--- config.mk ---
export PLATFORM = sky130hd
export DESIGN_NAME = wb_sdram_mport
export DESIGN_NICKNAME = d
export VERILOG_FILES = /design/src/rtl/wb_sdram_mport.sv
export SDC_FILE = /design/constraint.sdc
export NUM_CORES = 1
export LEC_CHECK = 0
export CAP_MARGIN = 20
export CORE_UTILIZATION = 40
export DETAILED_ROUTE_END_ITERATION = 8
export DONT_BUFFER_PORTS = 1
export PLACE_DENSITY = 0.66
export SYNTH_ARGS = -nofsm -noshare
export SYNTH_HDL_FRONTEND = slang
export SYNTH_SLANG_ARGS = --single-unit
--- constraint.sdc ---
create_clock -name clk -period 2.3 [get_ports clk]
set_clock_uncertainty 0.15 [all_clocks]
set_input_delay 0.46 -clock clk [delete_from_list [all_inputs] [get_ports clk]]
set_output_delay 0.46 -clock clk [all_outputs]
set_load 0.02 [all_outputs]
--- src/rtl/wb_sdram_mport.sv ---
// wb_sdram_mport: N-port Wishbone pipelined front end for wb_sdram.
// Ports are arbitrated combinationally onto one downstream master; the
// index of each accepted port goes into an in-flight ID FIFO so that the
// in-order acks from the slave are routed back to the right port with no
// added latency in either direction.
//
// Handshake: a downstream transfer is accepted in a cycle where
// m_wb_stb && !m_wb_stall; an upstream port's request is accepted in the
// same cycle (it sees s_wb_stall low while granted). Acks are single-cycle
// pulses that complete in acceptance order and never arrive in the accept
// cycle.
//
// Build option: define WB_SDRAM_MPORT_FIXED_PRIO_EN to replace the
// round-robin arbiter with fixed priority (lowest port index wins).
module wb_sdram_mport #(
   parameter int N_PORTS         = 2,
   parameter int ADDR_BITS       = 23,
   parameter int DATA_BYTES      = 2,
   parameter int MAX_OUTSTANDING = 8
) (
   input  logic                              clk,
   input  logic                              sreset,
   input  logic [N_PORTS*ADDR_BITS-1:0]      s_wb_addr,
   input  logic [N_PORTS*DATA_BYTES*8-1:0]   s_wb_dat_m2s,
   input  logic [N_PORTS-1:0]                s_wb_we,
   input  logic [N_PORTS-1:0]                s_wb_stb,
   output logic [N_PORTS-1:0]                s_wb_ack,
   output logic [N_PORTS-1:0]                s_wb_stall,
   output logic [DATA_BYTES*8-1:0]           s_wb_dat_s2m,
   output logic [ADDR_BITS-1:0]              m_wb_addr,
   output logic [DATA_BYTES*8-1:0]           m_wb_dat_m2s,
   output logic                              m_wb_we,
   output logic                              m_wb_stb,
   input  logic [DATA_BYTES*8-1:0]           m_wb_dat_s2m,
   input  logic                              m_wb_ack,
   input  logic                              m_wb_stall,
   output logic                              err_ack
);

   localparam int DW    = DATA_BYTES * 8;
   localparam int ID_W  = (N_PORTS > 1) ? $clog2(N_PORTS) : 1;
   localparam int PTR_W = (MAX_OUTSTANDING > 1) ? $clog2(MAX_OUTSTANDING) : 1;
   localparam int CNT_W = $clog2(MAX_OUTSTANDING + 1);

   localparam logic [CNT_W-1:0] FULL_CNT = CNT_W'(MAX_OUTSTANDING);
   localparam logic [PTR_W-1:0] LAST_PTR = PTR_W'(MAX_OUTSTANDING - 1);

   // Per-port views of the flat request buses.
   logic [ADDR_BITS-1:0] addr_arr [N_PORTS];
   logic [DW-1:0]        dat_arr  [N_PORTS];

   for (genvar k = 0; k < N_PORTS; k++) begin : g_unpack
      assign addr_arr[k] = s_wb_addr[k*ADDR_BITS +: ADDR_BITS];
      assign dat_arr[k]  = s_wb_dat_m2s[k*DW +: DW];
   end

   logic [ID_W-1:0]  grant;
   logic             any_req;
   logic             fifo_full;
   logic             fifo_empty;
   logic             accept;
   logic             pop;
   logic [ID_W-1:0]  head_id;

   logic [ID_W-1:0]  id_mem [MAX_OUTSTANDING];
   logic [PTR_W-1:0] wr_ptr;
   logic [PTR_W-1:0] rd_ptr;
   logic [CNT_W-1:0] fifo_count;

`ifdef WB_SDRAM_MPORT_FIXED_PRIO_EN
   // Fixed priority: scan downward so the lowest requesting index wins.
   always_comb begin
      grant   = '0;
      any_req = 1'b0;
      for (int j = N_PORTS - 1; j >= 0; j--) begin
         if (s_wb_stb[j]) begin
            grant   = ID_W'(j);
            any_req = 1'b1;
         end
      end
   end
`else
   localparam logic [ID_W-1:0] LAST_PORT = ID_W'(N_PORTS - 1);

   logic [ID_W-1:0] last_grant;
   logic [ID_W-1:0] hi_grant;
   logic [ID_W-1:0] lo_grant;
   logic            hi_found;
   logic            lo_found;

   // Round-robin: first requester above last_grant, else wrap to the
   // first requester at or below it.
   always_comb begin
      hi_grant = '0;
      lo_grant = '0;
      hi_found = 1'b0;
      lo_found = 1'b0;
      for (int j = 0; j < N_PORTS; j++) begin
         if (s_wb_stb[j] && !hi_found && (ID_W'(j) > last_grant)) begin
            hi_found = 1'b1;
            hi_grant = ID_W'(j);
         end
         if (s_wb_stb[j] && !lo_found && (ID_W'(j) <= last_grant)) begin
            lo_found = 1'b1;
            lo_grant = ID_W'(j);
         end
      end
      any_req = hi_found || lo_found;
      grant   = hi_found ? hi_grant : lo_grant;
   end

   // Remember the port of the last accepted transfer; reset makes port 0 next.
   always_ff @(posedge clk) begin
      if (sreset) begin
         last_grant <= LAST_PORT;
      end else if (accept) begin
         last_grant <= grant;
      end
   end
`endif

   assign fifo_full  = (fifo_count == FULL_CNT);
   assign fifo_empty = (fifo_count == '0);
   assign head_id    = id_mem[rd_ptr];

   // Downstream request path: pure mux of the granted port, gated by
   // reset and by the in-flight limit.
   always_comb begin
      m_wb_stb     = !sreset && any_req && s_wb_stb[grant] && !fifo_full;
      m_wb_addr    = addr_arr[grant];
      m_wb_dat_m2s = dat_arr[grant];
      m_wb_we      = s_wb_we[grant];
   end

   assign accept       = m_wb_stb && !m_wb_stall;
   assign pop          = !sreset && m_wb_ack && !fifo_empty;
   assign s_wb_dat_s2m = m_wb_dat_s2m;

   // Everyone stalls except the granted port, which follows the
   // downstream stall and the FIFO-full condition.
   always_comb begin
      s_wb_stall = '1;
      if (!sreset && any_req) begin
         s_wb_stall[grant] = m_wb_stall || fifo_full;
      end
   end

   // Route an ack to the port at the head of the in-flight FIFO.
   always_comb begin
      s_wb_ack = '0;
      if (pop) begin
         s_wb_ack[head_id] = 1'b1;
      end
   end

   function automatic logic [PTR_W-1:0] ptr_next(input logic [PTR_W-1:0] p);
      return (p == LAST_PTR) ? '0 : p + 1'b1;
   endfunction

   // ID storage needs no reset: only entries between the pointers are read.
   always_ff @(posedge clk) begin
      if (accept) begin
         id_mem[wr_ptr] <= grant;
      end
   end

   // FIFO pointers and occupancy; push and pop in one cycle cancel out.
   always_ff @(posedge clk) begin
      if (sreset) begin
         wr_ptr     <= '0;
         rd_ptr     <= '0;
         fifo_count <= '0;
      end else begin
         if (accept) begin
            wr_ptr <= ptr_next(wr_ptr);
         end
         if (pop) begin
            rd_ptr <= ptr_next(rd_ptr);
         end
         case ({accept, pop})
            2'b10:   fifo_count <= fifo_count + 1'b1;
            2'b01:   fifo_count <= fifo_count - 1'b1;
            default: fifo_count <= fifo_count;
         endcase
      end
   end

   // Sticky flag for an ack that arrives with nothing in flight.
   always_ff @(posedge clk) begin
      if (sreset) begin
         err_ack <= 1'b0;
      end else if (m_wb_ack && fifo_empty) begin
         err_ack <= 1'b1;
      end
   end

endmodule

* Yosys cells after proc, flatten, opt, wreduce, memory -nomap -nowiden *
Memory sizes are Yosys's and may differ from the RTL's. A register that Yosys moved wholly into a read port is not among the register bits.
Index checks and enable logic that the tools add are counted.

word-level totals
  memories = 1
  flip-flop bits (word level) = 12
  output and inout bits = 62
  RAM bits = 8
  latch bits = 0
  ROM bits = 0

cells by class
  shifts and indexed selects = 0
  order comparisons = 9
  equal/unequal tests = 5
  $mul = 0
  mux-type cells = 30
  reduce and logical (&&, ||, !) cells = 25
  bitwise logic cells = 3
  add/subtract/negate cells = 4
  div/mod/pow operators = 0

memories
  name    words  width  rd ports  clocked after Yosys merged registers in  wr ports  line  source
  id_mem  8      1      1         1                                        1         65    logic [ID_W-1:0] id_mem [MAX_OUTSTANDING];

operators by type and width
  kind                 number
  $mux 23              3
  $mux 16              3
  $logic_and 1x1->1    15
  $mux 1               15
  $mux 3               4
  $pmux 4 s2           1
  $add 3x1->3 const B  2
  $eq 3x3->1 const B   2
  $logic_not 1->1      6
  $add 4x1->4 const B  1
  $eq 4x4->1 const B   1
  $logic_not 4->1      1
  $lt 1x2->1 const B   2
  $mux 2               2
  $sub 4x1->4 const B  1
  $demux 1 s1          2
  $eq 2x1->1 const B   1
  $eq 2x2->1 const B   1
  $ge 1x1->1 const B   2
  $ge 2x2->1 const B   1
  $gt 1x1->1 const A   2
  $le 1x1->1 const A   2
  $logic_or 1x1->1     2
  $not 1->2            1
  other kinds (3)      3

* Depth between registers and ports, before layout *
  word-level depth = 15
  gate-level depth with buffers = 11

* Worst setup path after synthesis *
OpenSTA, ideal clock, no wires.

  path kind = input-to-reg
  from = in sreset
  to = reg fifo_count[2]
  arrival = 2.306 ns
  path buffers = 0
  stages = 10
  path slack = -0.227 ns
  path through = o21bai_1 > nor3_2 > inv_1 > ha_1 > xor2_1 > ha_1 > a21oi_1 > xor2_1 > or3_1 > a21oi_1

on the way
  word-level cells in the longest chain between the ends = 7
  elaborated cells on any way between the ends = 11
  those cells by class = 2 x eq/ne; 1 x mux; 8 x reduce/logical

RTL lines
  item                                                    line      source
  start, declared                                         22        input logic sreset,
  $logic_not 1->1                                         129, 136
  $logic_and 1x1->1 (3 in a row)                          129       m_wb_stb = !sreset && any_req && s_wb_stb[grant] && !fifo_full;
  $logic_and 1x1->1                                       135       assign accept = m_wb_stb && !m_wb_stall;
  $eq 2x1->1 / $eq 2x2->1 (equally long branches)         180       case ({accept, pop})
  $pmux 4 s2 / $reduce_bool 2->1 (equally long branches)  n/a
  end signal, assigned                                    181       2'b10: fifo_count <= fifo_count + 1'b1;
  end signal, assigned                                    182       2'b01: fifo_count <= fifo_count - 1'b1;
  end signal, assigned                                    183       default: fifo_count <= fifo_count;
  end, declared                                           68        logic [CNT_W-1:0] fifo_count;

Parallel ways exist; a longest one is shown, timed or not.
A chain may end at the register's enable or synchronous reset.

* Final worst setup path *
  from = reg fifo_count[2]
  to = reg fifo_count[3]

on the way
  word-level cells in the longest chain between the ends = 6
  elaborated cells on any way between the ends = 13
  those cells by class = 2 x add/sub; 3 x eq/ne; 1 x mux; 7 x reduce/logical

RTL lines
  item                                                    line  source
  $eq 4x4->1                                              122   assign fifo_full = (fifo_count == FULL_CNT);
  $logic_not 1->1                                         129
  $logic_and 1x1->1                                       129
  $logic_and 1x1->1                                       135
  $eq 2x1->1 / $eq 2x2->1 (equally long branches)         180
  $pmux 4 s2 / $reduce_bool 2->1 (equally long branches)  n/a

Parallel ways exist; a longest one is shown, timed or not.

==> results.md <==
* Run status: complete, no violations
* Remaining global-route overflow at 0
* Peak supply drop at 0.000253 V
* Pins Over Slew Limit at 0
* Crit path max-delay cell type: nor4b_4
* CP bufs+invs at 2
* Post-Route WL at 5.27 mm
* Switching share of total power at 33.6%
* CTS buffer count at 3
* Category of the worst setup path capture point: flop
* Register area share after synthesis at 31.0%
* Vert. Die Dim at 68.0 um
* Clock tree buffer depth at 2
* Compound-Gate Fraction of Synth Area at 6.60%
* Critical path startpoint category: flop
* Root Driver: clkbuf_8
* Overall power of the completed layout at 1.09 mW
* Post-route fraction of the period consumed by the critical path at 98.8%
* Final Critical Period at 2.27 ns
* Crit path largest cell delay at 0.38 ns
* CTS tree: built
* Class of the worst hold path: in2reg
* Proportion of layout cells with a drive suffix above 1 at 50.3%
* Initial core utilization at 42.7%
* Internal power consumption at 720 uW
* Source-to-sink clock delay at the later pin of the worst-skew pair at 0.26 ns
* Maximum clock rate at 440 MHz
* Cell type with the largest total area after synthesis: mux2_2
* Logic gate share of total power at 33.7%
* Type of the worst setup path: reg2reg
* Number of global-route vias before repair at 1191
* Cell type group with the largest total delay on the critical path: simple AND/OR/NAND/NOR gates
* Number of rows created at floorplan at 23
* Post-CTS clock slew at the launch and capture registers of the worst setup and hold paths at 0.08 ns
* Number of antenna cells inserted at 0
* Main combinational cell family by area after synthesis: multiplexers
* Setup violation total in the final timing report at 0
* Non-filler cells, final at 207
* Post-Synthesis Mean Instance Area at 10.7 um2
* DRT antenna net count at 0
* Clock network fraction of design power at 23.1%
* Crit-path cells: nor4b_4, nor3_4, inv_2, ha_4, buf_4, nand3b_1, a211o_1, a21oi_2, mux2_1
* RSZ-0062 raised after global routing: yes
* Number of nets in the synthesized netlist at 272
* Cell Pwr Density at 571 nW/um2
* First-pass GRT wire length at 7.06 mm
* Cell area after synthesis at 1740 um2
* Nets at 267
* Total via count in the routed design at 1234
* Via-to-Cell Ratio at 5.96
* Number of maximum-capacitance violations at 0
* Number of design-rule violations left by the first detailed-router iteration at 39
* Area share of fa/ha/maj cells after synthesis at 5.02%
* Number of sinks driven by the clock tree at 23
* DRT Pass-1 Iters at 4
* Warning count from the yosys run at 0
* Top-Level Pins at 164
* Flip-flop and latch count after synthesis at 23
* Worst hold margin at 0.0955 ns
* Die Area at 4630 um2
* Routability congestion estimate at 0.899
* Data required time at the worst endpoint at 2.30 ns
* Initial antenna violation count at 0
* Total global-route track usage at 22.2%
* Number of levels in the clock H-tree at 1
* X dimension of the die at 68.0 um
* Fraction of the mapped netlist area in simple logic gates at 14.4%
* Utilization after layout at 46.5%
* Data arrival time of the critical path at 2.28 ns
* Multiplexer share of the synthesized area at 31.9%
* Detailed-placement wirelength estimate at 4.54 mm
* Port Buffers at 0
* Distinct cells, synth at 38
* Top fanout value on the critical path at 3
* Maximum number of pins on one net before global-route repair at 50
* Placed insts at 200
* Final Hold Violating Endpoints at 0
* Instance count of the mapped netlist at 163
* Leakage power figure at 0.700 nW
* Layout overhead on the synthesized area at 8.90%
* Area of the core region at 4090 um2
* Worst max-slew margin expressed relative to the limit at 77.5%
* Post-synthesis share of cell area spent on xor and xnor gates at 1.51%
* Wire length per cell at 25.4 um
* Actual slew at the worst max-slew pin at 0.336 ns
* Detailed-route DRC error count at 0
* Part of the power in registers at 43.2%
* # fillers at 381
* Net switching component of the power at 365 uW
* Cell types occupying the most area after synthesis: mux2_2, dfxtp_1, edfxtp_1
* Top cell type's share of synthesized area at 25.8%
==> per-stage QoR <==
stage	instance area, um2	setup TNS [ns]	worst slack (ns)
6_report	1900	0	0.0279
5_1_grt	1900	-0.153	-0.0940
3_5_place_dp	1790	-0.0740	-0.0471
3_3_place_gp	1790	0	0.0275
4_1_cts	1850	-0.00933	-0.00933
2_1_floorplan	1800	-0.162	-0.0791
==> placed cells by master (no fill, tap or decap), drive strengths merged, types with 2 or more instances in the layout <==
cell     n
mux2    41
nor2    19
dfxtp   15
buf     13
edfxtp   8
ha       7
a21oi    6
mux2i    5
nand2    4
nor4     4
xor2     3
clkbuf   3
nor2b    3
nand3b   2
or3      2
mux4     2
nor3     2
or3b     2
==> synth_stat cells (all sizes together) <==
library cell  instances
o41ai                 1
nor4                  4
mux2i                 5
nor2                 19
nand3b                2
mux2                 41
edfxtp                8
nor3                  2
o31ai                 1
o21a                  1
nand2b                1
xor2                  3
nor4b                 1
clkbuf                1
or3b                  2
or3                   2
nor3b                 1
a221o                 1
and2                  1
nand2                 4
nor4bb                1
a21boi                1
o21bai                1
ha                    7
buf                  22
inv                   1
o21ai                 1
nor2b                 3
a21oi                 6
dfxtp                15
or2b                  1
a211o                 1
mux4                  2
==> final timing paths <==
| check | slack [ns] | from | end | cells past startpoint |
|---|---|---|---|---|
| hold reg to reg | 0.39 | wr_ptr[0]$_SDFFE_PP0P_ | wr_ptr[0]$_SDFFE_PP0P_ | 1 |
| setup reg to reg | 0.03 | fifo_count[2]$_SDFFE_PP0P_ | fifo_count[3]$_SDFFE_PP0P_ | 9 |
| hold / removal | 0.1 | sreset | fifo_count[2]$_SDFFE_PP0P_ | 1 |
| setup / recovery | 0.03 | fifo_count[2]$_SDFFE_PP0P_ | fifo_count[3]$_SDFFE_PP0P_ | 9 |
==> layout make-up <==
type / instances / area (um2) / share of cell area [%]
multi-input cells: 116 / 1130 / 59.3
flip-flops and latches: 23 / 547 / 28.8
repair buffers: 13 / 114 / 5.99
well taps: 50 / 62.6 / 3.29
clock buffers: 3 / 41.3 / 2.17
clock inverters: 1 / 5.00 / 0.264
inverters: 1 / 3.75 / 0.198
==> kinds of logic after synthesis <==
logic type / count (synthesis)
mux: 48
flops: 23
simple gates: 44
xor+xnor: 3
compound gates: 14
fa+ha+maj: 7
buf+inv: 24
==> power by group through the flow <==
| stage | clock (mW) | combinational, mW | sequential (mW) |
|---|---|---|---|
| after global routing | 0.272 | 0.389 | 0.473 |
| after global placement | 0 | 0.344 | 0.477 |
| after floorplan | 0 | 0.334 | 0.473 |
| final | 0.251 | 0.365 | 0.469 |
| after CTS | 0.254 | 0.355 | 0.469 |
| after detailed placement | 0 | 0.348 | 0.479 |
==> routing by layer <==
metal	routed length, um	vias to the layer above	part of all wire, %	global-route usage, %
met3	686	6	13	11.0
met4	88	0	1.7	7.03
li1	-	567	-	-
met1	1970	583	37	25.1
met5	0	-	0	0
met2	2520	78	48	36.3
==> timing repair <==
item                       in CTS  in global routing
hold buffers                    0                  0
resized for setup               4                  8
setup buffers                   1                  2
pin swaps                       2                  6
setup endpoints to repair       2                  3
==> worst reg2reg max path, stage by stage, from the launching register on <==
cell	delay, ns
dfxtp_1	0.37
nor4b_4	0.38
nor3_4	0.07
inv_2	0.11
ha_4	0.15
buf_4	0.12
nand3b_1	0.07
a211o_1	0.27
a21oi_2	0.14
mux2_1	0.33
(Power assumes the default switching activity.)
